### src/rtl/up_timer_if.sv
// Control and display bundle for the two-digit BCD up-timer.
// The master side supplies limit/control, the slave side returns count and status.
interface up_timer_if;
   logic [7:0] data;
   logic       loadn;
   logic       start;
   logic       stop;
   logic       enable;
   logic [3:0] tens;
   logic [3:0] ones;
   logic       running;
   logic       tc;
   logic       done;

   modport master (
      output data, loadn, start, stop, enable,
      input  tens, ones, running, tc, done
   );

   modport slave (
      input  data, loadn, start, stop, enable,
      output tens, ones, running, tc, done
   );
endinterface

### src/rtl/up_timer.sv
// Two-digit BCD up-counter with a loadable limit and an IDLE/RUN/PAUSE/DONE sequencer.
// The count stops at the limit, pulses tc once, and can be restarted from DONE.
module up_timer (
   input logic        clock,
   input logic        clr,
   up_timer_if.slave  bus
);

   typedef enum logic [1:0] {
      IDLE  = 2'd0,
      RUN   = 2'd1,
      PAUSE = 2'd2,
      DONE  = 2'd3
   } state_t;

   state_t     state_reg, state_next;
   logic [3:0] tens_reg, tens_next;
   logic [3:0] ones_reg, ones_next;
   logic [7:0] limit_reg, limit_next;
   logic       tc_reg, tc_next;

   logic [7:0] data_sat;
   logic [3:0] inc_tens;
   logic [3:0] inc_ones;
   logic       limit_zero;
   logic       inc_hits_limit;

   // Each limit digit is clamped to 9 so the stored limit is always valid BCD.
   genvar gi;
   generate
      for (gi = 0; gi < 2; gi++) begin : g_sat
         assign data_sat[gi*4 +: 4] = (bus.data[gi*4 +: 4] > 4'd9) ? 4'd9 : bus.data[gi*4 +: 4];
      end
   endgenerate

   // BCD increment that refuses to wrap past 99.
   always_comb begin
      inc_tens = tens_reg;
      inc_ones = ones_reg;
      if (ones_reg >= 4'd9) begin
         if (tens_reg < 4'd9) begin
            inc_ones = 4'd0;
            inc_tens = tens_reg + 4'd1;
         end
      end else begin
         inc_ones = ones_reg + 4'd1;
      end
   end

   assign limit_zero     = (limit_reg == 8'h00);
   assign inc_hits_limit = ({inc_tens, inc_ones} == limit_reg);

   always_comb begin
      state_next = state_reg;
      tens_next  = tens_reg;
      ones_next  = ones_reg;
      limit_next = limit_reg;
      tc_next    = 1'b0;

      if (!bus.loadn) begin
         limit_next = data_sat;
         tens_next  = 4'd0;
         ones_next  = 4'd0;
         state_next = IDLE;
      end else begin
         case (state_reg)
            IDLE: begin
               if (bus.start) begin
                  if (limit_zero) begin
                     state_next = DONE;
                     tc_next    = 1'b1;
                  end else begin
                     state_next = RUN;
                  end
               end
            end
            RUN: begin
               if (bus.stop) begin
                  state_next = PAUSE;
               end else if (bus.enable) begin
                  tens_next = inc_tens;
                  ones_next = inc_ones;
                  if (inc_hits_limit) begin
                     state_next = DONE;
                     tc_next    = 1'b1;
                  end
               end
            end
            PAUSE: begin
               if (bus.start && !bus.stop) begin
                  state_next = RUN;
               end
            end
            DONE: begin
               // A zero limit is already reached at 00, so a restart completes at once.
               if (bus.start) begin
                  tens_next = 4'd0;
                  ones_next = 4'd0;
                  if (limit_zero) begin
                     tc_next = 1'b1;
                  end else begin
                     state_next = RUN;
                  end
               end
            end
            default: begin
               state_next = IDLE;
            end
         endcase
      end
   end

   always_ff @(posedge clock or posedge clr) begin
      if (clr) begin
         state_reg <= IDLE;
         tens_reg  <= 4'd0;
         ones_reg  <= 4'd0;
         limit_reg <= 8'h99;
         tc_reg    <= 1'b0;
      end else begin
         state_reg <= state_next;
         tens_reg  <= tens_next;
         ones_reg  <= ones_next;
         limit_reg <= limit_next;
         tc_reg    <= tc_next;
      end
   end

   assign bus.tens    = tens_reg;
   assign bus.ones    = ones_reg;
   assign bus.tc      = tc_reg;
   assign bus.running = (state_reg == RUN);
   assign bus.done    = (state_reg == DONE);

endmodule
### src/flat_wrapper.sv
// flat-port wrapper written by rule: the top's interface ports become plain ports
module up_timer_flat 
  (clock, clr, bus_data, bus_loadn, bus_start, bus_stop, bus_enable, bus_tens, bus_ones, bus_running, bus_tc, bus_done);
  up_timer_if bus_i ();
  input logic clock;
  input logic clr;
  input wire logic [$bits(bus_i.data)-1:0] bus_data;
  input wire logic [$bits(bus_i.loadn)-1:0] bus_loadn;
  input wire logic [$bits(bus_i.start)-1:0] bus_start;
  input wire logic [$bits(bus_i.stop)-1:0] bus_stop;
  input wire logic [$bits(bus_i.enable)-1:0] bus_enable;
  output wire logic [$bits(bus_i.tens)-1:0] bus_tens;
  output wire logic [$bits(bus_i.ones)-1:0] bus_ones;
  output wire logic [$bits(bus_i.running)-1:0] bus_running;
  output wire logic [$bits(bus_i.tc)-1:0] bus_tc;
  output wire logic [$bits(bus_i.done)-1:0] bus_done;
  assign bus_i.data = bus_data;
  assign bus_i.loadn = bus_loadn;
  assign bus_i.start = bus_start;
  assign bus_i.stop = bus_stop;
  assign bus_i.enable = bus_enable;
  assign bus_tens = bus_i.tens;
  assign bus_ones = bus_i.ones;
  assign bus_running = bus_i.running;
  assign bus_tc = bus_i.tc;
  assign bus_done = bus_i.done;
  up_timer u_core (.clock(clock), .clr(clr), .bus(bus_i));
endmodule
### config.mk
export PLATFORM = sky130hd
export DESIGN_NAME = up_timer_flat
export DESIGN_NICKNAME = d
export VERILOG_FILES = /design/src/rtl/up_timer_if.sv /design/src/rtl/up_timer.sv /design/src/flat_wrapper.sv
export SDC_FILE = /design/constraint.sdc
export NUM_CORES = 1
export LEC_CHECK = 0
export ABC_CLOCK_PERIOD_IN_PS = 2700
export CORE_MARGIN = 4
export CORE_UTILIZATION = 40
export CTS_BUF_LIST = sky130_fd_sc_hd__clkbuf_8 sky130_fd_sc_hd__clkbuf_16
export DETAILED_ROUTE_END_ITERATION = 10
export PLACE_DENSITY = 0.71
export SYNTH_ARGS = -nofsm -noshare
export SYNTH_HDL_FRONTEND = slang
export SYNTH_SLANG_ARGS = --single-unit
### constraint.sdc
create_clock -name clock -period 2.7 [get_ports clock]
set_input_delay 0.405 -clock clock [delete_from_list [all_inputs] [get_ports clock]]
set_output_delay 0.405 -clock clock [all_outputs]
set_load 0.01 [all_outputs]
==> flow_summary_export.csv <==
group,metric,value,unit
worst_setup_path,cp-start-kind,"register",
placement,pre_cts_slack,245,ps
synthesis,postSynthNetCount,185,
sta,max_freq,405,MHz
worst_setup_path,crit_path_end_kind,"register",
layout,drive_gt1_frac,0.112,
drt,dr_wl_met2,1770,um
layout,final_cell_mix,"clkdlybuf4s50_1, o21ai_0, dfrtp_1",
grt,gr-total-overflow,0,
pwr,netSwitchingFraction,0.334,
sta,finalMaxSlewViolations,0,
drt,drtAntennaViolNets,0,
placement,post_dp_cell_area,0.00170,sq mm
layout,diodes,0,
clock_network,cts.sinks,19,
drt,drt-pass1-iter-count,4,
clock_network,htreeDepth,1,
synthesis,synth_xor_area_frac,0.0431,
worst_hold_path,hold-path-endpoint,"u_core.limit_reg[4]",
sta,fin_crit,2470,ps
pwr,p_int,0.000550,W
pwr,p_per_area,473,mW/mm^2
synthesis,synth-edff-count,0,
pwr,ir_drop,304,uV
synthesis,synthMuxAreaShare,0.0229,
placement,gp_congestion,0.908,
drt,wl_met1,1580,um
floorplan,die_x,67.6,um
synthesis,synthArstFlopShare,1.00,
job,max_cap_violations,0,
drt,via_per_inst,5.72,
worst_setup_path,worstSetupPathType,"register to register",
sta,tns,0,ps
synthesis,synth_area,0.00142,sq mm
synthesis,synth_top_family_by_area,"simple AND/OR/NAND/NOR gates",
pwr,p_clk_frac,0.244,
worst_hold_path,worstHoldPathType,"register to register",
synthesis,yosysWarnings,0,
layout,layout_commonest_cell,"clkdlybuf4s50_1",
drt,drt_iter0_drc,67,
worst_setup_path,critPathMaxFanout,8,
grt,grt_usage,0.175,
clock_network,cts_tree,"yes",
layout,fin_area,0.00175,sq mm
pwr,p_sw,0.000276,W
synthesis,yosys.area_share.adder,0.0792,
clock_network,ctsResizeCount,0,
floorplan,core-area,0.00339,sq mm
drt,drc,0,
pwr,leakage,0.692,nW
drt,dr.max_layer_used,"met4",
drt,via_count,1339,
worst_setup_path,r2r_slack,230,ps
placement,place_hpwl,2740,um
placement,place.port_buffers,24,
clock_network,cts-root-buf,"clkbuf_8",
sta,slew_headroom,0.477,
clock_network,worstSkewPairLatency,260,ps
clock_network,hold_buffers,0,
synthesis,synth_seq_area_share,0.338,
floorplan,ios,25,
sta,setup_violations,0,
layout,area_delta_synth_final,22.8,%
synthesis,synthCells,162,
sta,rsz0062_at_grt,"no",
floorplan,die_y,67.6,um
worst_hold_path,whs_path_depth,2,
clock_network,cts_setup_buffers,0,
layout,nNetsFinal,212,
sta,clock_skew,2.60,ps
floorplan,dieArea,0.00457,sq mm
synthesis,synth_seq_cells,19,
sta,worst_pin_slew,783,ps
sta,fin_ws,230,ps
layout,largest_reg_flops,8,
sta,hold_violations,0,
clock_network,cts_made_buffers,3,
synthesis,syn_area_per_cell,8.78,sq um
worst_setup_path,r2r_cells,9,
worst_setup_path,r2r_end,"u_core.state_reg[1]",
grt,grt_pass1_vias,1325,
layout,fin_cells,234,
worst_setup_path,arrival,2670,ps
clock_network,clk_path_buf_depth,2,
pwr,seq_power_share,0.420,
worst_hold_path,hold_start,"u_core.limit_reg[4]",
worst_setup_path,r2r_start,"u_core.bus.ones[0]",
synthesis,yosys.area_share.simple,0.251,
placement,dp.cells,230,
synthesis,synthFlopType,"dfrtp_1",
sta,fin_crit_sh,0.915,
pwr,combinationalPowerShare,0.336,
floorplan,start_util,0.420,
grt,grt_max_degree,20,
clock_network,cts.clk_slew.worst_paths,70,ps
drt,wl_per_cell,15.2,um
floorplan,rows,21,
worst_setup_path,cp.required,2900,ps
drt,wl_met3,166,um
outcome,status,"completed",
grt,grt_pass1_wl,6020,um
drt,wirelength,3550,um
grt,antenna_found_initial,0,
synthesis,yosysUniqueCellTypes,44,
synthesis,synth_compound_area_frac,0.216,
power by group through the flow:
stage | sequential, W | clock [W] | combinational [W]
finish | 0.000347 | 0.000202 | 0.000277
global route | 0.000352 | 0.000216 | 0.000305
CTS | 0.000347 | 0.000205 | 0.000276
detailed placement | 0.000352 | 0 | 0.000274
global placement | 0.000350 | 0 | 0.000265
floorplan | 0.000344 | 0 | 0.000188
cell type report:
cell class	count	area [sq um]
sequential	19	480
inverter	12	45.0
clock inverter	1	3.75
fill	332	1640
tap	46	57.6
multi-input combinational	128	871
timing repair buffer	25	248
clock buffer	3	41.3
Yosys cell counts, types with 2 or more instances:
| library cell | instances | area, sq um |
|---|---|---|
| o22ai_1 | 3 | 18.8 |
| xor2_1 | 3 | 26.3 |
| a21oi_1 | 6 | 30.0 |
| a31oi_1 | 3 | 18.8 |
| nand3_1 | 12 | 60.1 |
| a211oi_2 | 2 | 25.0 |
| nor2_1 | 9 | 33.8 |
| nand2b_1 | 2 | 12.5 |
| a22o_1 | 2 | 17.5 |
| mux2_2 | 2 | 22.5 |
| ha_1 | 9 | 113 |
| o21ai_1 | 3 | 15.0 |
| nor4_1 | 2 | 12.5 |
| nor2b_1 | 5 | 31.3 |
| nor3_1 | 3 | 15.0 |
| and2_1 | 2 | 12.5 |
| dfrtp_1 | 15 | 375 |
| buf_6 | 2 | 22.5 |
| dfstp_2 | 4 | 105 |
| nand2b_4 | 2 | 27.5 |
| xnor2_1 | 4 | 35.0 |
| o41ai_1 | 2 | 17.5 |
| or2_2 | 2 | 12.5 |
| inv_1 | 11 | 41.3 |
| o21ai_0 | 17 | 85.1 |
| and3b_1 | 2 | 17.5 |
| nand4b_1 | 2 | 17.5 |
| nand2_1 | 13 | 48.8 |
| o31ai_1 | 3 | 22.5 |
per-stage QoR:
step	power [W]	hold WS (ps)	util
after floorplan	0.000531	353	-
after global placement	0.000615	518	0.502
after detailed placement	0.000627	522	0.502
after CTS	0.000828	540	0.515
after global routing	0.000873	565	0.515
final	0.000826	539	0.515
routing by layer:
metal | GRT usage | vias to the layer above
met2 | 0.301 | 47
met4 | 0.0633 | 0
met1 | 0.220 | 646
li1 | - | 642
met5 | 0 | -
met3 | 0.0250 | 4
kinds of logic after synthesis:
family / Yosys count
AO/OA/AOI/OAI: 47
XOR/XNOR: 7
adder cells (fa/ha/maj): 9
buffers and inverters: 15
flip-flops: 19
AND/OR/NAND/NOR: 62
multiplexers: 3
how the worst max path moves through the flow:
stage                     cells past startpoint  slack, ps                  end                from
after CTS                                     9        230  u_core.state_reg[1]  u_core.bus.ones[0]
after global placement                        9        360        u_core.bus.tc  u_core.bus.ones[0]
after global routing                          9         30  u_core.state_reg[1]  u_core.bus.ones[0]
final                                         9        230  u_core.state_reg[1]  u_core.bus.ones[0]
after detailed placement                      9        240  u_core.state_reg[1]  u_core.bus.ones[0]
after floorplan                               9        420        u_core.bus.tc  u_core.bus.ones[0]
critical path, stage by stage (launching register included):
cell,delay [ps]
dfrtp_1,470
inv_1,90
ha_1,210
nor3b_4,170
a211oi_2,380
mux2i_1,260
xor2_1,200
nand4b_1,170
or3_1,380
nand3_1,70
No activity file was read; power rests on OpenSTA's default activity.
==> variant 1: new RTL, same flow settings <==
The 4 states of `state_t` get a Gray code encoding in 2 bits.
--- a/src/rtl/up_timer.sv
+++ b/src/rtl/up_timer.sv
@@ -7,10 +7,10 @@
 );
 
    typedef enum logic [1:0] {
-      IDLE  = 2'd0,
-      RUN   = 2'd1,
-      PAUSE = 2'd2,
-      DONE  = 2'd3
+      IDLE  = 2'b00,
+      RUN   = 2'b01,
+      PAUSE = 2'b11,
+      DONE  = 2'b10
    } state_t;
 
    state_t     state_reg, state_next;
Function: no difference found for any inputs over 10 cycles, from zero or initial values; not proved beyond that.
==> variant 1 against the original RTL <==
  * Via count decreased by 18%
  * Worst hold slack got worse by 0.0017 ns
  * Utilization increased by 0.58 points
  * Setup slack better by 0.095 ns
  * Sequential cell count unchanged
  * Routed wire length fell by 23%
  * Clock skew fell by 0.0013 ns
  * Area after synthesis decreased by 12%
  * Design area down 9.7%
Power is not compared: it rests on default switching activity, and its combinational part moved more than twofold at a synthesized area within 25%.
==> variant 1: results (changes against the original RTL) <==
stage;metric;value;unit;change
status;outcome;finished clean;;
timing;worstMarginPinSlew;0.738;ns;-0.0448 ns
critical_path;rr_endpoint;u_core.bus.tc;;
place;place_congestion;0.874;;-3.7%
critical_path;cp_max_fo;7;;-1
place;placed_area;1530;um2;-10%
logic_synthesis;syn-instance-count;137;;-15%
critical_path;cpLargestDelayFamily;compound AO/OA/AOI/OAI gates;;
routing;via_per_inst;5.33;;-6.9%
critical_path;worst-r2r-cell-count;8;;-1
layout;num-nets-final;182;;-14%
worst_hold_path;hp-start;u_core.limit_reg[2];;
timing;fin_hold_ws;0.538;ns;-0.00172 ns
logic_synthesis;ys_top_cells_by_area;dfrtp_1 (30%), dfstp_2 (8.3%), o21ai_0 (6.8%);;
grt;grt_pass1_wl;4840;um;-20%
routing;route.vias.total;1098;;-18%
logic_synthesis;syn_nets;156;;-16%
worst_hold_path;min_to;u_core.limit_reg[2];;
routing;finalWirelength;2750;um;-23%
place;dp_hpwl;2110;um;-23%
timing;fin_worst_skew;0.00131;ns;-0.00129 ns
logic_synthesis;yosysUniqueCellTypes;42;;-4.5%
routing;drtIter0Drc;41;;-39%
logic_synthesis;ys_seq_area_frac;0.382;;+0.0440
logic_synthesis;yosys-top-cells-count;o21ai_0 (17), dfrtp_1 (15), nand2_1 (13), inv_1 (10), nor2_1 (7);;
-- variant 1: final cells by class --
class                      instances  area (um2)  area share
clock buffer                       3        41.3      0.0262
multi-input combinational        104         711       0.450
timing repair buffer              25         248       0.157
sequential                        19         480       0.305
inverter                          10        37.5      0.0238
tap                               44        55.1      0.0349
clock inverter                     1        5.00     0.00317
-- variant 1: routing by layer --
| metal | vias to the layer above | share of wire | global-route usage |
|---|---|---|---|
| li1 | 537 | - | - |
| met1 | 525 | 0.44 | 0.187 |
| met4 | 0 | 0.014 | 0.0607 |
| met3 | 5 | 0.050 | 0.0281 |
| met5 | - | 0 | 0 |
| met2 | 31 | 0.49 | 0.244 |
-- variant 1: cell families after synthesis --
kind of cell,count (synthesis),synth area share
muxes,4,0.0338
buffers and inverters,14,0.0537
DFF,19,0.382
AOI/OAI and AO/OA,41,0.214
xor gates and xnor gates,8,0.0557
and+or+nand+nor,46,0.212
adders and majority gates,5,0.0497
